File: config.mk
export PLATFORM = sky130hd
export DESIGN_NAME = komut_sequencer
export DESIGN_NICKNAME = d
export VERILOG_FILES = /design/src/rtl/komut_sequencer.sv
export SDC_FILE = /design/constraint.sdc
export NUM_CORES = 1
export LEC_CHECK = 0
export ABC_CLOCK_PERIOD_IN_PS = 8000
export CAP_MARGIN = 5
export CORE_MARGIN = 1
export CORE_UTILIZATION = 40
export CTS_CLUSTER_SIZE = 16
export DETAILED_ROUTE_END_ITERATION = 10
export HOLD_SLACK_MARGIN = 0.08
export MAX_ROUTING_LAYER = met4
export PLACE_DENSITY_LB_ADDON = 0.25
export SETUP_SLACK_MARGIN = 0.05
export SYNTH_ARGS = -nofsm -noshare
export SYNTH_HDL_FRONTEND = slang
export SYNTH_SLANG_ARGS = --single-unit
File: constraint.sdc
create_clock -name clk -period 8 [get_ports clk]
set_clock_uncertainty 0.15 [all_clocks]
set_input_delay 1.2 -clock clk [delete_from_list [all_inputs] [get_ports clk]]
set_output_delay 1.2 -clock clk [all_outputs]
set_load 0.05 [all_outputs]
File: src/rtl/komut_sequencer.sv
// Purpose: multi-cycle FETCH/DECODE/EXECUTE/WRITEBACK control sequencer that owns pc, the instruction register and rf write enable.
// Latency: 4 cycles per instruction when imem_ack arrives in the first FETCH cycle, plus 1 cycle for each extra FETCH wait cycle.
// Backpressure: imem_req and imem_addr are held until imem_ack; no ack within TIMEOUT FETCH cycles sets sticky hata and halts.
module komut_sequencer #(
    parameter logic [31:0] RESET_PC = 32'h0000_0000,
    parameter int          TIMEOUT  = 16
) (
    input  logic        clk,
    input  logic        reset,
    input  logic        start,
    output logic        imem_req,
    output logic [31:0] imem_addr,
    input  logic        imem_ack,
    input  logic [31:0] imem_rdata,
    output logic [31:0] komut,
    input  logic        hata_d,
    input  logic        hata_e,
    input  logic [31:0] alu_sonuc,
    input  logic [31:0] imm,
    output logic [31:0] pc,
    output logic        ex_en,
    output logic        rf_we,
    output logic        halted,
    output logic        hata,
    output logic [31:0] retired
);

    typedef enum logic [2:0] {
        S_IDLE      = 3'd0,
        S_FETCH     = 3'd1,
        S_DECODE    = 3'd2,
        S_EXECUTE   = 3'd3,
        S_WRITEBACK = 3'd4,
        S_HALT      = 3'd5
    } state_t;

    localparam logic [6:0] OP_R       = 7'b0000001;
    localparam logic [6:0] OP_I       = 7'b0000011;
    localparam logic [6:0] OP_U       = 7'b0000111;
    localparam logic [6:0] OP_B       = 7'b0001111;
    localparam logic [7:0] TIMEOUT_C  = 8'(TIMEOUT);

    state_t      state_q, state_d;
    logic [31:0] pc_q, pc_d;
    logic [31:0] komut_q, komut_d;
    logic [7:0]  wait_q, wait_d;
    logic [31:0] retired_q, retired_d;
    logic        sticky_hata_q, sticky_hata_d;
    logic        taken_q, taken_d;
    logic        writes_rf;

    // Only the branch condition bit of the ALU result matters to the sequencer.
    logic unused_alu_bits;
    assign unused_alu_bits = ^alu_sonuc[31:1];

    // Opcodes that produce a register result; branches and anything else never write.
    assign writes_rf = (komut_q[6:0] == OP_R) || (komut_q[6:0] == OP_I) || (komut_q[6:0] == OP_U);

    // Next-state and datapath-register updates for each sequencer step.
    always_comb begin
        state_d       = state_q;
        pc_d          = pc_q;
        komut_d       = komut_q;
        wait_d        = wait_q;
        retired_d     = retired_q;
        sticky_hata_d = sticky_hata_q;
        taken_d       = taken_q;
        unique case (state_q)
            S_IDLE: begin
                if (start) begin
                    wait_d  = 8'd0;
                    state_d = S_FETCH;
                end
            end
            S_FETCH: begin
                // An ack on the cycle the counter would reach TIMEOUT still wins.
                if (imem_ack) begin
                    komut_d = imem_rdata;
                    state_d = S_DECODE;
                end else begin
                    wait_d = wait_q + 8'd1;
                    if (wait_q + 8'd1 == TIMEOUT_C) begin
                        sticky_hata_d = 1'b1;
                        state_d       = S_HALT;
                    end
                end
            end
            S_DECODE: begin
                if (hata_d) begin
                    sticky_hata_d = 1'b1;
                    state_d       = S_HALT;
                end else begin
                    state_d = S_EXECUTE;
                end
            end
            S_EXECUTE: begin
                if (hata_e) begin
                    sticky_hata_d = 1'b1;
                    state_d       = S_HALT;
                end else begin
                    taken_d = (komut_q[6:0] == OP_B) && alu_sonuc[0];
                    state_d = S_WRITEBACK;
                end
            end
            S_WRITEBACK: begin
                pc_d      = taken_q ? (pc_q + imm) : (pc_q + 32'd4);
                retired_d = retired_q + 32'd1;
                wait_d    = 8'd0;
                state_d   = S_FETCH;
            end
            S_HALT: begin
                state_d = S_HALT;
            end
            default: begin
                state_d = S_IDLE;
            end
        endcase
    end

    // State and datapath registers; reset aborts any instruction in flight.
    always_ff @(posedge clk or negedge reset) begin
        if (!reset) begin
            state_q       <= S_IDLE;
            pc_q          <= RESET_PC;
            komut_q       <= 32'd0;
            wait_q        <= 8'd0;
            retired_q     <= 32'd0;
            sticky_hata_q <= 1'b0;
            taken_q       <= 1'b0;
        end else begin
            state_q       <= state_d;
            pc_q          <= pc_d;
            komut_q       <= komut_d;
            wait_q        <= wait_d;
            retired_q     <= retired_d;
            sticky_hata_q <= sticky_hata_d;
            taken_q       <= taken_d;
        end
    end

    assign imem_req  = (state_q == S_FETCH);
    assign imem_addr = pc_q;
    assign ex_en     = (state_q == S_EXECUTE);
    assign rf_we     = (state_q == S_WRITEBACK) && writes_rf;
    assign halted    = (state_q == S_HALT);
    assign hata      = sticky_hata_q;
    assign komut     = komut_q;
    assign pc        = pc_q;
    assign retired   = retired_q;

endmodule

==> flow_summary.toml, run 1 <==
[global_routing]
grt_overflow_total = 0
grtUsageTotal_pct = 20.6
grt_pass1_wl_um = 28800
grt_pass1_vias = 5620
antenna_found_initial = 0
grt_max_degree = 62

[clock_tree]
cts_setup_buffers = 0
hold_buffers = 0
clk_pin_slew_worst_paths_ns = 0.08
root_buffer = "clkbuf_16"
cts.sinks = 109
clkLatencyLatePin_ns = 0.35
cts_made_buffers = 9
cts_tree = "yes"
clockBufferDepth = 2
ctsHtreeMaxLevel = 3
cts-resized-gates = 0

[sta]
finalWorstSetupSlack_ns = 3.59
fmax_mhz = 227
finalMaxSlewViolations = 0
slew_headroom_pct = 45.9
hold_viol_final = 0
setup_viol = 0
rsz0062_at_grt = "no"
tightest_slew_ns = 0.812
min_period_ns = 4.41
final.setup.tns_ns = 0
period_share_pct = 55.1

[power]
vdd_drop_max_mv = 0.239
p_per_area_nw_per_um2 = 245
finalPower_mw = 2.29
leakage_nw = 3.85

[setup_path]
timing.rr.start = "imem_addr[2]"
critPathMaxFanout = 5
critical_path_required_ns = 8.08
critPathCaptureType = "flop"
cp-startpoint = "imm[0]"
arrival_ns = 4.49
crit_type = "in -> reg"
worst_setup_path_start_kind = "input port"

[outcome]
status = "finished, violations left"
violations = "design-rule violations"

[job]
drv_cap = 0

[drt]
vias = 6213
met1_length_um = 8880
viasPerCell = 5.43
dr.pass1.iters = 8
wire_per_inst_um = 16.0
wl_um = 18300
met3_length_um = 644
drc = 1
drt_iter0_drc = 269
wl_met2_um = 8550
dr.max_layer_used = "met4"
antenna_left = 0

[synthesis]
synthFlopType = "dfrtp_1"
netlist.area_leader.share_pct = 38.9
synth-seq-cells = 109
synth_enable_flop_cells = 0
synthArstFlopShare_pct = 100
synthesis.nets = 890
mappedNetlistArea_um2 = 7020
ys_types = 64
yosysSeqAreaShare_pct = 38.9
synth_top_area_cell = "dfrtp_1"
synth_area_per_cell_um2 = 9.32
synth_cells = 753
synthTopCellsByArea = "dfrtp_1, ha_1, mux2_2"
yosysWarnings = 0

[layout]
area_growth_pct = 32.9
final_cell_mix = "clkdlybuf4s50_1, dfrtp_1, nand2_1"
final_cells = 1145
layout-drive-gt1-share_pct = 7.93
fin_area_um2 = 9330
layout_commonest_cell = "clkdlybuf4s50_1"
n_antenna_cell = 0
nNetsFinal = 1053

[floorplan]
die-area_um2 = 18100
start_util_pct = 40.7
die_x_um = 134
fp.coreArea_um2 = 17200
rows = 48
ioPinCount = 235
die_h_um = 134

[placed_design]
placed_area_um2 = 9040
dp.cells = 1130
routabilityCongestion = 0.895
hpwl_um = 13300
dp_slack_ns = 3.26
portBuffers = 203

[worst_hold_path]
hold_start = "hata"
hold_path.class = "reg -> reg"
## cell usage after synthesis, types with 21 or more instances
library cell and number:
dfrtp_1 109, nand2_1 65, a21oi_1 61, nor2_1 55, mux2_2 36, xnor2_1 36
nand3_1 35, ha_1 34, buf_4 32, o21ai_0 29, clkbuf_1 24, xor2_1 21
## area by class of cell
cell class / instances / area (um2)
Sequential cell: 109 / 2730
Clock inverter: 6 / 60.1
Tap cell: 225 / 282
Fill cell: 1580 / 7910
Multi-Input combinational cell: 570 / 3900
Inverter: 18 / 67.6
Clock buffer: 9 / 225
Timing Repair Buffer: 208 / 2070
## registers in the layout, summed over array words and instances (netlist names)
register / flops
imem_addr: 32
komut: 32
retired: 32
wait_q: 8
state_q: 3
hata: 1
taken_q: 1
## cell families after synthesis
group                      after synthesis  synth area share, %
muxes                                   41                 6.49
buffers and inverters                   74                 5.67
xor gates and xnor gates                57                 7.11
AOI/OAI and AO/OA                      190                 17.9
DFF                                    109                 38.9
and+or+nand+nor                        247                 17.6
adders and majority gates               35                 6.34
## through the flow
step	hold WS, ns	util, %
floorplan	0.342	-
CTS	0.336	54.1
global route	0.353	54.1
finish	0.333	54.1
global placement	0.314	52.5
detailed placement	0.317	52.5
## routing by layer
metal	vias up	GRT usage [%]
met5	-	-
li1	3043	-
met2	155	31.8
met3	15	2.52
met4	0	5.24
met1	3000	28.6
## power breakdown
part	switching, mW	internal (mW)	total (mW)
logic	0.684	0.405	1.09
registers	0.0954	0.664	0.759
clock network	0.224	0.217	0.441
## critical path: stages
cell and delay (ns):
clkdlybuf4s50_1 0.41, ha_1 0.21, inv_1 0.08, fa_1 0.20, nor2b_1 0.06, o31ai_1 0.39, a21oi_1 0.21, a31o_2 0.31
o211a_1 0.26, o41a_1 0.48, a221oi_1 0.40, or4b_2 0.20, nand3_1 0.07
## path summary, 6_finish.rpt
kind	to	slack [ns]	cells past startpoint
setup / recovery	imem_addr[30]	3.59	13
hold / removal	hata	0.33	2
setup reg to reg	imem_addr[30]	4.40	10
hold reg to reg	hata	0.33	2
max in group asynchronous	komut[0]	5.73	2
min in group asynchronous	imem_addr[5]	0.70	1
Note: power is estimated with default switching activity, not from simulation.
==> run 2, diff against run 1 <==
- ABC_CLOCK_PERIOD_IN_PS: 8000 -> 4300
- clock period: 8 -> 4.3 ns (I/O delays scaled with it)
==> flow_summary.toml, run 2 (same netlist as run 1, synthesis figures left out) <==
[outcome]
status = "finished clean"

[clock_tree]
cts_made_buffers = 9
clockBufferDepth = 2
cts.sinks = 109
ctsHtreeMaxLevel = 3
cts_tree = "yes"
hold_buffers = 0
clk_pin_slew_worst_paths_ns = 0.08
root_buffer = "clkbuf_16"
cts_setup_buffers = 0
clkLatencyLatePin_ns = 0.36
cts-resized-gates = 0

[sta]
rsz0062_at_grt = "no"
period_share_pct = 88.2
tightest_slew_ns = 0.953
setup_viol = 0
min_period_ns = 3.79
final.setup.tns_ns = 0
finalMaxSlewViolations = 0
fmax_mhz = 264
hold_viol_final = 0
slew_headroom_pct = 36.5

[global_routing]
grt_pass1_vias = 5742
antenna_found_initial = 0
grt_overflow_total = 0
grt_max_degree = 62
grtUsageTotal_pct = 20.8
grt_pass1_wl_um = 29100

[floorplan]
rows = 48
start_util_pct = 40.7
die_x_um = 134
die_h_um = 134
die-area_um2 = 18100
ioPinCount = 235
fp.coreArea_um2 = 17200

[power]
p_per_area_nw_per_um2 = 459
vdd_drop_max_mv = 0.569
leakage_nw = 3.89
finalPower_mw = 4.31

[drt]
antenna_left = 0
wl_um = 18100
dr.pass1.iters = 4
wire_per_inst_um = 15.7
drc = 0
viasPerCell = 5.40
drt_iter0_drc = 298
vias = 6214

[setup_path]
regToRegSetupSlack_ns = 0.83
critPathMaxFanout = 5
crit_type = "in -> reg"
reg2reg_depth = 10
arrival_ns = 3.93
critPathCaptureType = "flop"
worst_setup_path_start_kind = "input port"
critical_path_required_ns = 4.44
cp-startpoint = "imm[0]"
r2r-end = "imem_addr[26]"
timing.rr.start = "imem_addr[9]"

[placed_design]
portBuffers = 203
routabilityCongestion = 0.862
hpwl_um = 13300

[layout]
layout-drive-gt1-share_pct = 8.42
nNetsFinal = 1058
layout_commonest_cell = "clkdlybuf4s50_1"
multi_input_area_um2 = 3900
n_antenna_cell = 0
final_cell_mix = "clkdlybuf4s50_1, dfrtp_1, nand2_1"
seq_area_um2 = 2730
num-fill-cells = 1588
area_growth_pct = 33.5

[job]
drv_cap = 0

[worst_hold_path]
hold_path.class = "in -> async"
-- run 2: how the worst max path moves through the flow --
stage | to | slack, ns
after detailed placement | imem_addr[30] | 0.22
after global placement | imem_addr[30] | 0.23
after floorplan | rf_we | 0.49
after global routing | imem_addr[30] | 0.34
final | imem_addr[30] | 0.51
after CTS | imem_addr[30] | 0.58
-- run 2: worst max-delay path, cell delays in order --
cell and delay (ns):
clkdlybuf4s50_1 0.46, ha_1 0.18, inv_1 0.06, fa_1 0.40, nor2b_1 0.18, o31ai_1 0.11
a21oi_1 0.31, a31o_2 0.24, o211a_1 0.19, o41a_1 0.29, a221oi_1 0.14, or4b_2 0.62
nand3_1 0.10
-- run 2: per-stage QoR --
stage / hold WS, ns / instances / worst slack, ns / instance area, um2 / util, %
detailed placement: 0.318 / 1135 / 0.218 / 9080 / 52.7
CTS: 0.237 / 1151 / 0.578 / 9370 / 54.4
global placement: 0.311 / 1135 / 0.230 / 9080 / 52.7
floorplan: 0.199 / 753 / 0.490 / 7020 / -
global route: 0.276 / 1151 / 0.345 / 9370 / 54.4
finish: 0.218 / 1151 / 0.507 / 9370 / 54.4
-- run 2: area by class of cell --
| class | count | area share (%) |
|---|---|---|
| sequential | 109 | 29.1 |
| inverter | 18 | 0.721 |
| clock buffer | 10 | 2.44 |
| tap | 225 | 3.00 |
| clock inverter | 6 | 0.667 |
| multi-input combinational | 570 | 41.6 |
| timing repair buffer | 213 | 22.5 |
-- run 2: per-layer routing --
| layer | global-route usage, % | up-vias | part of all wire (%) |
|---|---|---|---|
| li1 | - | 3049 | - |
| met1 | 28.4 | 2972 | 48 |
| met2 | 32.2 | 171 | 46 |
| met3 | 3.00 | 22 | 4.2 |
| met4 | 6.05 | 0 | 1.6 |
| met5 | - | - | 0 |
-- run 2: where the power goes --
group	switching [mW]	leakage (nW)	total, mW	internal (mW)
combinational	1.27	2.36	2.04	0.770
sequential	0.185	1.38	1.42	1.23
clock	0.434	0.143	0.846	0.411
